File: config.mk
export PLATFORM = sky130hd
export DESIGN_NAME = saber_centroid
export DESIGN_NICKNAME = d
export VERILOG_FILES = /design/src/rtl/saber_centroid.sv
export SDC_FILE = /design/constraint.sdc
export NUM_CORES = 1
export LEC_CHECK = 0
export CORE_ASPECT_RATIO = 1.5
export CORE_MARGIN = 10
export CORE_UTILIZATION = 40
export CTS_BUF_LIST = sky130_fd_sc_hd__clkbuf_4 sky130_fd_sc_hd__clkbuf_8
export DETAILED_ROUTE_END_ITERATION = 16
export PLACE_DENSITY = 0.57
export REMOVE_ABC_BUFFERS = 1
export SLEW_MARGIN = 25
export SYNTH_ARGS = -nofsm -noshare
export SYNTH_HDL_FRONTEND = slang
export SYNTH_SLANG_ARGS = --single-unit
File: constraint.sdc
create_clock -name clk_in -period 8.29 [get_ports clk_in]
set_input_delay 1.2435 -clock clk_in [delete_from_list [all_inputs] [get_ports clk_in]]
set_output_delay 1.2435 -clock clk_in [all_outputs]
set_load 0.05 [all_outputs]
File: src/rtl/saber_centroid.sv
// saber_centroid: per-frame centroid of saber-masked pixels via accumulation and restoring division.
// Rev 1.0
`default_nettype none

module saber_centroid #(
  parameter int MIN_PIXELS = 16,
  parameter int COUNT_W    = 20,
  parameter int SUM_W      = 32
) (
  input  logic        clk_in,
  input  logic        rst_n_in,
  input  logic [10:0] x_in,
  input  logic [9:0]  y_in,
  input  logic        valid_in,
  input  logic        mask_in,
  input  logic        tabulate_in,
  output logic [10:0] x_out,
  output logic [9:0]  y_out,
  output logic        found_out,
  output logic        valid_out,
  output logic        busy_out
);

  localparam int STEP_W = $clog2(SUM_W);
  localparam logic [STEP_W-1:0]  STEP_LAST = STEP_W'(SUM_W - 1);
  localparam logic [COUNT_W-1:0] MIN_CNT   = COUNT_W'(MIN_PIXELS);

  typedef enum logic [1:0] {
    IDLE   = 2'd0,
    DIVIDE = 2'd1,
    SKIP   = 2'd2,
    DONE   = 2'd3
  } state_t;

  state_t state, state_nxt;

  logic [SUM_W-1:0]   sum_x, sum_y;
  logic [COUNT_W-1:0] count;
  logic [SUM_W-1:0]   quo_x, quo_y;
  logic [COUNT_W-1:0] rem_x, rem_y, divisor;
  logic [STEP_W-1:0]  step;
  logic               divide_sel;

  logic pixel, count_max, enough, last_step;
  logic unused_quo;

  assign pixel      = valid_in & mask_in;
  assign count_max  = &count;
  assign enough     = (count >= MIN_CNT);
  assign last_step  = (step == STEP_LAST);
  assign busy_out   = (state != IDLE);
  assign unused_quo = ^{quo_x[SUM_W-1:11], quo_y[SUM_W-1:10]};

  // One restoring step: shift the next dividend bit into the remainder and
  // shift the quotient bit into the freed LSB of the dividend register.
  function automatic logic [COUNT_W+SUM_W-1:0] div_step(
    input logic [COUNT_W-1:0] rem,
    input logic [SUM_W-1:0]   quo,
    input logic [COUNT_W-1:0] dvs
  );
    logic [COUNT_W:0] trial;
    trial = {rem, quo[SUM_W-1]};
    if (trial >= {1'b0, dvs}) begin
      trial = trial - {1'b0, dvs};
      return {trial[COUNT_W-1:0], quo[SUM_W-2:0], 1'b1};
    end
    return {trial[COUNT_W-1:0], quo[SUM_W-2:0], 1'b0};
  endfunction

  always_ff @(posedge clk_in or negedge rst_n_in) begin
    if (!rst_n_in) state <= IDLE;
    else           state <= state_nxt;
  end

  always_comb begin
    state_nxt = state;
    case (state)
      IDLE:        if (tabulate_in) state_nxt = enough ? DIVIDE : SKIP;
      DIVIDE, SKIP: if (last_step) state_nxt = DONE;
      DONE:        state_nxt = IDLE;
      default:     state_nxt = IDLE;
    endcase
  end

  // Tabulate always restarts the frame, busy or not; a pixel in that cycle seeds it.
  always_ff @(posedge clk_in or negedge rst_n_in) begin
    if (!rst_n_in) begin
      sum_x <= '0;
      sum_y <= '0;
      count <= '0;
    end else if (tabulate_in) begin
      sum_x <= pixel ? SUM_W'(x_in) : '0;
      sum_y <= pixel ? SUM_W'(y_in) : '0;
      count <= pixel ? COUNT_W'(1) : '0;
    end else if (pixel) begin
      sum_x <= sum_x + SUM_W'(x_in);
      sum_y <= sum_y + SUM_W'(y_in);
      if (!count_max) count <= count + 1'b1;
    end
  end

  always_ff @(posedge clk_in or negedge rst_n_in) begin
    if (!rst_n_in) begin
      quo_x      <= '0;
      quo_y      <= '0;
      rem_x      <= '0;
      rem_y      <= '0;
      divisor    <= '0;
      step       <= '0;
      divide_sel <= 1'b0;
    end else begin
      case (state)
        IDLE: begin
          if (tabulate_in) begin
            quo_x      <= sum_x;
            quo_y      <= sum_y;
            rem_x      <= '0;
            rem_y      <= '0;
            divisor    <= count;
            step       <= '0;
            divide_sel <= enough;
          end
        end
        DIVIDE: begin
          {rem_x, quo_x} <= div_step(rem_x, quo_x, divisor);
          {rem_y, quo_y} <= div_step(rem_y, quo_y, divisor);
          step           <= step + 1'b1;
        end
        SKIP:    step <= step + 1'b1;
        default: ;
      endcase
    end
  end

  always_ff @(posedge clk_in or negedge rst_n_in) begin
    if (!rst_n_in) begin
      x_out     <= '0;
      y_out     <= '0;
      found_out <= 1'b0;
      valid_out <= 1'b0;
    end else begin
      valid_out <= 1'b0;
      if (state == DONE) begin
        valid_out <= 1'b1;
        found_out <= divide_sel;
        if (divide_sel) begin
          x_out <= quo_x[10:0];
          y_out <= quo_y[9:0];
        end
      end
    end
  end

endmodule

`default_nettype wire
; ---- After elaboration in Yosys (flattened, before gate mapping)
; Index checks and enable logic that the tools add are counted.
[word_totals]
word_cells = 79
output_inout_bits = 24
register_bits = 239
inputBits = 26
[op_classes]
bitwise_logic = 1
n_reduce_logical = 13
eq_ne = 7
order_cmp = 3
mux = 34
n_addsub = 6
[ops]
columns = cell, n
row1 = 2-to-1 mux 52 bit, 4
row2 = 2-to-1 mux 32 bit, 6
row3 = one-hot mux 32 bit (2 select lines), 2
row4 = 2-to-1 mux 20 bit, 6
row5 = one-hot mux 20 bit (2 select lines), 2
row6 = >= comparator 21 x 20 -> 1 bit, 2
row7 = subtractor 20 bit, 2
row8 = adder 32 x 10 -> 32 bit, 1
row9 = adder 32 x 11 -> 32 bit, 1
row10 = "adder 20 x 1 -> 20 bit, second input constant", 1
row11 = ">= comparator 20 x 5 -> 1 bit, second input constant", 1
row12 = AND reduction 20 bit, 1
row13 = AND reduction 2 bit, 6
row14 = 2-to-1 mux 11 bit, 1
row15 = 2-to-1 mux 10 bit, 1
row16 = one-hot mux 5 bit (2 select lines), 1
row17 = nonzero test 2 bit, 4
row18 = 2-to-1 mux 1 bit, 6
row19 = 2-to-1 mux 2 bit, 3
row20 = one-hot mux 2 bit (3 select lines), 1
row21 = "adder 5 x 1 -> 5 bit, second input constant", 1
row22 = "equality test 5 bit, second input constant", 1
row23 = 2-to-1 mux 5 bit, 1
row24 = "equality test 2 bit, second input constant", 2
row25 = other kinds (6), 7

; ---- Longest topological paths before layout
; Gate-level depths: netlist (run 1).
[depth]
ltp_word = 5
ltp_mapped = 12
ltp_nobuf = 11

; ---- Least setup slack after synthesis (run 1)
; Ideal clock, no wire load.
[synth_path]
path_kind = input -> register
startpoint = input y_in[0]
endpoint = register sum_y[26]
slack_ps = 4754
setup_ps = 78
arrival_time_ps = 3458
cell_stages = 11
n_path_buf = 0
t_required_ps = 8212
cell_sequence = ha_1 inv_1 fa_1 nor2b_1 o21ai_1 a21oi_1 o21ai_1 a211oi_2 nor2_1 or4_1 a21oi_1
[synth_via]
elab_chain_len = 3
[synth_rtl]
columns = element, line
row1 = start: declaration, 13  ; input logic [9:0] y_in,
row2 = adder 32 x 10 -> 32 bit, 97  ; sum_y <= sum_y + SUM_W'(y_in);
row3 = 2-to-1 mux 32 bit, 95  ; end else if (pixel) begin
row4 = 2-to-1 mux 32 bit, 91  ; end else if (tabulate_in) begin
row5 = end signal: assignment, 93  ; sum_y <= pixel ? SUM_W'(y_in) : '0;
row6 = end signal: assignment, 97
row7 = end: declaration, 37  ; logic [SUM_W-1:0] sum_x, sum_y;
; No other way between the ends. The select of a mux whose other input is x is not followed.
; A chain may end at the register's enable or synchronous reset.

; ---- Final worst setup path (run 1)
; Same ends and word-level chain as after synthesis.

==> results of run 1 <==
## area by class of cell
type                            count  share of cell area, %
Timing Repair Buffer               62                   3.94
Tap cell                          467                   3.70
Clock inverter                      3                  0.111
Clock buffer                       67                   5.28
Inverter                           52                   1.24
Multi-Input combinational cell   1113                   47.9
Sequential cell                   239                   37.8
## power groups by stage
stage / clock, mW / sequential [mW] / combinational (mW)
3_5_place_dp: 0 / 1.48 / 2.29
6_report: 1.11 / 1.46 / 2.28
4_1_cts: 1.16 / 1.46 / 2.30
2_1_floorplan: 0 / 1.48 / 1.66
5_1_grt: 1.21 / 1.48 / 2.53
3_3_place_gp: 0 / 1.47 / 2.24
## metal layers
layer | track usage (%) | vias to the layer above
met5 | 0 | -
met1 | 17.0 | 5363
met2 | 29.6 | 163
met3 | 3.00 | 75
li1 | - | 5391
met4 | 6.58 | 2
## worst reg2reg max path, delay by kind of cell (launching register included)
family	cells	cell delay, ns
AO/OA/AOI/OAI	5	1.63
AND/OR/NAND/NOR	3	0.96
flip-flops	1	0.43
adder cells (fa/ha/maj)	1	0.30
buffers and inverters	1	0.10
## flip-flops by register name, indices dropped and copies added, names as in the netlist
signal / cells
quo_x: 32
quo_y: 32
sum_x: 32
sum_y: 32
count: 20
divisor: 20
rem_x: 20
rem_y: 20
x_out: 11
y_out: 10
step: 5
state: 2
divide_sel: 1
found_out: 1
valid_out: 1
## cell usage after synthesis, types with 21 or more instances
library cell  instances
nor3_1               26
a21oi_1              81
nand2_1             160
nand3_1              46
xor2_1               48
a21o_1               26
clkbuf_1             55
ha_1                 68
nor2_1               99
dfrtp_1             239
xnor2_1              37
nand4_1              25
and3_1               21
mux2_2               41
mux2i_1              81
o21ai_0             127
inv_1                52
o211ai_1             26
## kinds of logic (layout without fill, tap and decap cells)
group	Yosys count	after routing
compound gates	376	376
xor+xnor	85	85
fa+ha+maj	72	72
buf+inv	124	184
flops	239	239
mux	122	122
simple gates	458	458
## worst min-delay path by stage
stage          slack, ns   endpoint  startpoint  cells after the start
6_report            0.48  quo_x[11]   quo_x[11]                      2
5_1_grt             0.51  quo_x[12]   quo_x[12]                      2
4_1_cts             0.48  quo_x[30]   quo_x[30]                      2
3_5_place_dp        0.47  quo_y[30]   quo_y[30]                      2
3_3_place_gp        0.46  quo_y[30]   quo_y[30]                      2
2_1_floorplan       0.45  quo_x[11]   quo_x[11]                      2
## metrics by stage
stage	area (µm²)	power, mW	setup slack [ns]	utilization (%)	instances
floorplan	13700	3.14	0.169	-	1404
global placement	14900	3.71	3.71	43.4	1932
detailed placement	14900	3.77	3.68	43.5	1933
CTS	15800	4.91	4.27	46.0	2003
global route	15800	5.22	4.09	46.0	2003
finish	15800	4.86	4.22	46.0	2003
==> out/qor.csv, run 1 <==
stage,metric,value,unit
final_layout,area_delta_synth_final,13.0,%
final_layout,fillers,3320,
floorplan,io_pins,50,
hold_path,hp-class,reg2reg,
global_routing,grt_pass1_wl,57900,µm
logic_synthesis,yosysWarnings,0,
final_layout,layout.nets,1608,
logic_synthesis,synthSimpleGateAreaFrac,15.7,%
worst_setup_path,crit_slowest_cell,a211oi_2,
place,dp_hpwl,23800,µm
logic_synthesis,synth_edf_count,0,
logic_synthesis,yosysSeqAreaShare,42.8,%
floorplan,dieArea,43000,µm²
final_layout,regArea,5980,µm²
timing,final_max_slew_viol_count,0,
worst_setup_path,critPathRequiredTime,8.75,ns
logic_synthesis,synth_flop_cell,dfrtp_1,
worst_setup_path,rrSetupSlack,4.70,ns
logic_synthesis,synth_top_family_by_area,compound AO/OA/AOI/OAI gates,
clocking,clock_sinks,239,
logic_synthesis,synth_compound_area_share,17.1,%
detailed_routing,wl,34600,µm
worst_setup_path,path_depth,12,
timing,fmaxAchievable,246,MHz
worst_setup_path,crit_start,y_in[0],
clocking,path_clk_slew,0.06,ns
timing,setup_violations,0,
worst_setup_path,rr_endpoint,rem_x[17],
logic_synthesis,yosysTopAreaCell,dfrtp_1,
detailed_routing,wl_met2,18300,µm
global_routing,overflow,0,
clocking,clock_latency,0.56,ns
timing,hold_ws,0.480,ns
timing,relSlewSlack,33.3,%
final_layout,diodes,0,
global_routing,grt_pass1_vias,11400,
worst_setup_path,cp-start-kind,input pin,
place,numPortBuffers,49,
detailed_routing,drtIter0Drc,546,
final_layout,layout_common_cells,"239 x dfrtp_1, 157 x nand2_1, 127 x o21ai_0, 98 x nor2_1",
worst_setup_path,cp_cell_sequence,clkdlybuf4s50_1 -> ha_1 -> inv_1 -> fa_1 -> nor2b_1 -> o21ai_1 -> a21oi_1 -> o21ai_1 -> a211oi_2 -> nor2_1 -> or4_1 -> a21oi_1,
detailed_routing,dr_wl_met3,1270,µm
global_routing,grt_antenna_before_repair,1,
timing,timing.final.hold_violations,0,
worst_setup_path,arrival,4.53,ns
detailed_routing,drc_errors,0,
power,pwr-share-comb,47.0,%
power,swShare,41.3,%
clocking,htreeDepth,2,
global_routing,grt_max_degree,161,
final_layout,drive_gt1_share,10.3,%
worst_setup_path,rr_worst_depth,10,
worst_setup_path,worst-path-buf-inv,2,
logic_synthesis,ys_ff_latch,239,
power,leakagePower,6.85,nW
worst_setup_path,cp_max_fo,9,
worst_setup_path,path_delay_family,compound AO/OA/AOI/OAI gates,
worst_setup_path,cp-end-kind,register,
detailed_routing,drtPass1Iterations,4,
clocking,cts_tree,built,
power,power_density,307,nW/µm²
logic_synthesis,synth.mux.area_fraction,9.10,%
detailed_routing,met1_length,13800,µm
final_layout,final_common_cell,dfrtp_1,
clocking,clockBufferDepth,3,
clocking,cts_setup_buffers,0,
detailed_routing,viasPerCell,5.49,
logic_synthesis,synthArstFlopShare,100,%
timing,clock_skew,0.0280,ns
timing,tns,0,ns
floorplan,die_width,173,µm
worst_setup_path,r2r_start,divisor[1],
logic_synthesis,avgSynthCellArea,9.47,µm²
floorplan,die_y,249,µm
clocking,cts-root-buf,clkbuf_8,
run_status,status,finished clean,
timing,fin_crit_sh,49.1,%
detailed_routing,ant_nets,0,
clocking,cts_inserted_buffers,42,
detailed_routing,vias,11000,
power,power.switching,2.01,mW
timing,fin_crit,4.07,ns
worst_setup_path,cpPeakStageDelay,0.67,ns
logic_synthesis,synthTopCellsByArea,"dfrtp_1 43%, ha_1 6.1%, mux2i_1 5.8%, o21ai_0 4.5%, nand2_1 4.3%",
clocking,ctsHoldBuffers,0,
clocking,cts_resized,0,
job,max_cap_violations,0,
detailed_routing,routed.top_layer,met5,
logic_synthesis,synth_top_area_share,42.8,%
floorplan,initial_core_util,40.7,%
logic_synthesis,synthAdderAreaFrac,6.66,%
worst_setup_path,timing.critical_path.to,sum_y[26],
detailed_routing,wl_per_cell,17.3,µm
final_layout,multi_input_area,7570,µm²
logic_synthesis,synthDistinctLibCells,76,
logic_synthesis,netlist_area,14000,µm²
worst_setup_path,path_class,in2reg,
power,sequentialPowerShare,30.0,%
place,gp_congestion,0.892,
floorplan,core,34400,µm²
timing,rsz0062_at_grt,false,
global_routing,grt_usage,15.9,%
timing,worst_pin_slew,1.00,ns
power,peakVddDrop,158,µV
logic_synthesis,syn_inst,1476,
floorplan,fp-row-count,83,
power,intPower,2.85,mW
power,clock_power_share,23.0,%
logic_synthesis,synthXorXnorAreaFrac,5.33,%
No activity file was read; power rests on OpenSTA's default activity.
==> inputs of run 2 (changes only) <==
Clock period 8.29 ns to 3.8 ns, I/O delays scaled along.
==> run 2 against run 1 <==
  * Critical path depth fell by 1
  * Clock power rose by 150%
  * Critical path type is now reg2reg
  * Register-to-register slack got worse by 4.2 ns
==> out/qor.csv, run 2 (synthesis gave the netlist of run 1 again) <==
stage,metric,value,unit
floorplan,die_width,173,µm
timing,fin_crit_sh,87.4,%
timing,hold_ws,0.00950,ns
place,dpl_cell_area,15100,µm²
place,dp.cells,1951,
floorplan,io_pins,50,
final_layout,final_util,46.7,%
clocking,cts_setup_buffers,0,
power,clock_power_share,25.2,%
timing,clock_skew,0.0320,ns
floorplan,initial_core_util,40.7,%
power,pwr-share-comb,45.8,%
final_layout,diodes,0,
timing,worst_pin_slew,0.998,ns
global_routing,grt_pass1_wl,57600,µm
clocking,cts_resized,0,
clocking,cts_inserted_buffers,42,
global_routing,grt_usage,15.9,%
clocking,path_clk_slew,0.06,ns
place,gp_congestion,0.906,
final_layout,layout.nets,1626,
timing,timing.final.hold_violations,0,
place,dp_slack,0.297,ns
final_layout,area_delta_synth_final,14.8,%
detailed_routing,drc_errors,0,
detailed_routing,wl,34500,µm
final_layout,layout_common_cells,"239 x dfrtp_1, 160 x nand2_1, 127 x o21ai_0, 99 x nor2_1",
floorplan,dieArea,43000,µm²
detailed_routing,drtPass1Iterations,5,
run_status,status,finished clean,
timing,final_max_slew_viol_count,0,
worst_setup_path,cp-start-kind,register,
detailed_routing,routed.top_layer,met4,
worst_setup_path,cp_cell_sequence,inv_1 -> ha_1 -> nor2b_1 -> o31a_1 -> o31ai_1 -> a211o_1 -> nand3b_1 -> o2111a_1 -> buf_4 -> or3_1 -> a32o_1,
power,power_density,684,nW/µm²
detailed_routing,vias,11100,
detailed_routing,drtIter0Drc,522,
final_layout,final_common_cell,dfrtp_1,
detailed_routing,viasPerCell,5.47,
detailed_routing,ant_nets,0,
hold_path,hp-class,in2async,
clocking,htreeDepth,2,
power,peakVddDrop,303,µV
clocking,ctsHoldBuffers,0,
final_layout,stdcell_count,2026,
global_routing,grt_antenna_before_repair,0,
clocking,cts-root-buf,clkbuf_8,
timing,tns,0,ns
worst_setup_path,cp_max_fo,7,
worst_setup_path,crit_slowest_cell,dfrtp_1,
timing,relSlewSlack,33.3,%
power,power,11.0,mW
timing,setup_violations,0,
final_layout,drive_gt1_share,11.4,%
worst_setup_path,cp-end-kind,register,
detailed_routing,wl_per_cell,17.1,µm
global_routing,overflow,0,
power,sequentialPowerShare,29.0,%
timing,timing.final.ws_setup,0.480,ns
worst_setup_path,r2r_start,divisor[1],
global_routing,grt_max_degree,99,
clocking,clock_sinks,239,
clocking,cts_tree,built,
floorplan,die_y,249,µm
global_routing,grt_pass1_vias,11300,
power,intPower,6.52,mW
worst_setup_path,rr_endpoint,rem_x[5],
worst_setup_path,rrSetupSlack,0.48,ns
power,leakagePower,7.00,nW
clocking,clock_latency,0.59,ns
detailed_routing,wl_met2,17900,µm
power,power.switching,4.45,mW
power,swShare,40.6,%
clocking,clockBufferDepth,3,
worst_setup_path,rr_worst_depth,11,
worst_setup_path,critPathRequiredTime,4.26,ns
place,numPortBuffers,49,
floorplan,core,34400,µm²
place,dp_hpwl,24600,µm
detailed_routing,dr_wl_met3,1380,µm
final_layout,final_cell_area,16100,µm²
floorplan,fp-row-count,83,
worst_setup_path,path_class,reg2reg,
job,max_cap_violations,0,
detailed_routing,met1_length,14000,µm
worst_setup_path,cpPeakStageDelay,0.43,ns
timing,fmaxAchievable,301,MHz
worst_setup_path,arrival,3.78,ns
timing,rsz0062_at_grt,false,
timing,fin_crit,3.32,ns
[run 2: cell types whose count changed in the layout (fill, tap and decap cells not counted), sizes merged]
cell	delta
buf	+18
bufinv	+3
clkbuf	-3
inv	+3
clkinv	+2
[run 2: routing by layer]
layer	up-vias	GRT usage, %
met5	-	0
met2	159	28.6
li1	5433	-
met3	73	3.35
met4	0	6.56
met1	5422	17.6
[run 2: worst max-delay path, delay by kind of cell, from the launching register on]
kind	cells	cell delay, ns
compound gates	5	1.52
fa+ha+maj	1	0.30
buf+inv	2	0.31
flops	1	0.43
simple gates	3	0.65
[run 2: worst max-delay path by stage]
stage | start | end | cells after the start
2_1_floorplan | state[0] | quo_x[10] | 3
3_3_place_gp | y_in[0] | sum_y[26] | 12
3_5_place_dp | y_in[0] | sum_y[28] | 12
4_1_cts | divisor[1] | rem_x[5] | 11
5_1_grt | divisor[1] | rem_x[5] | 11
6_report | divisor[1] | rem_x[5] | 11
[run 2: power groups by stage]
| stage | logic [mW] | registers (mW) | clock network (mW) |
|---|---|---|---|
| global placement | 4.99 | 3.21 | 0 |
| detailed placement | 5.04 | 3.22 | 0 |
| global route | 5.62 | 3.23 | 2.97 |
| CTS | 5.06 | 3.18 | 2.87 |
| floorplan | 3.49 | 3.22 | 0 |
| finish | 5.03 | 3.18 | 2.77 |
[run 2: final cells by class]
type,instances,area [µm²]
Tap cell,467,584
Sequential cell,239,5980
Fill cell,3338,18300
Inverter,52,195
Timing Repair Buffer,80,751
Clock buffer,64,837
Multi-Input combinational cell,1113,7560
Clock inverter,11,149
==> inputs of run 3 (changes only) <==
Settings changed: SKIP_LAST_GASP set to 1.
==> results of run 3 <==
Final layout, timing and power as in run 2 (identical DEF).
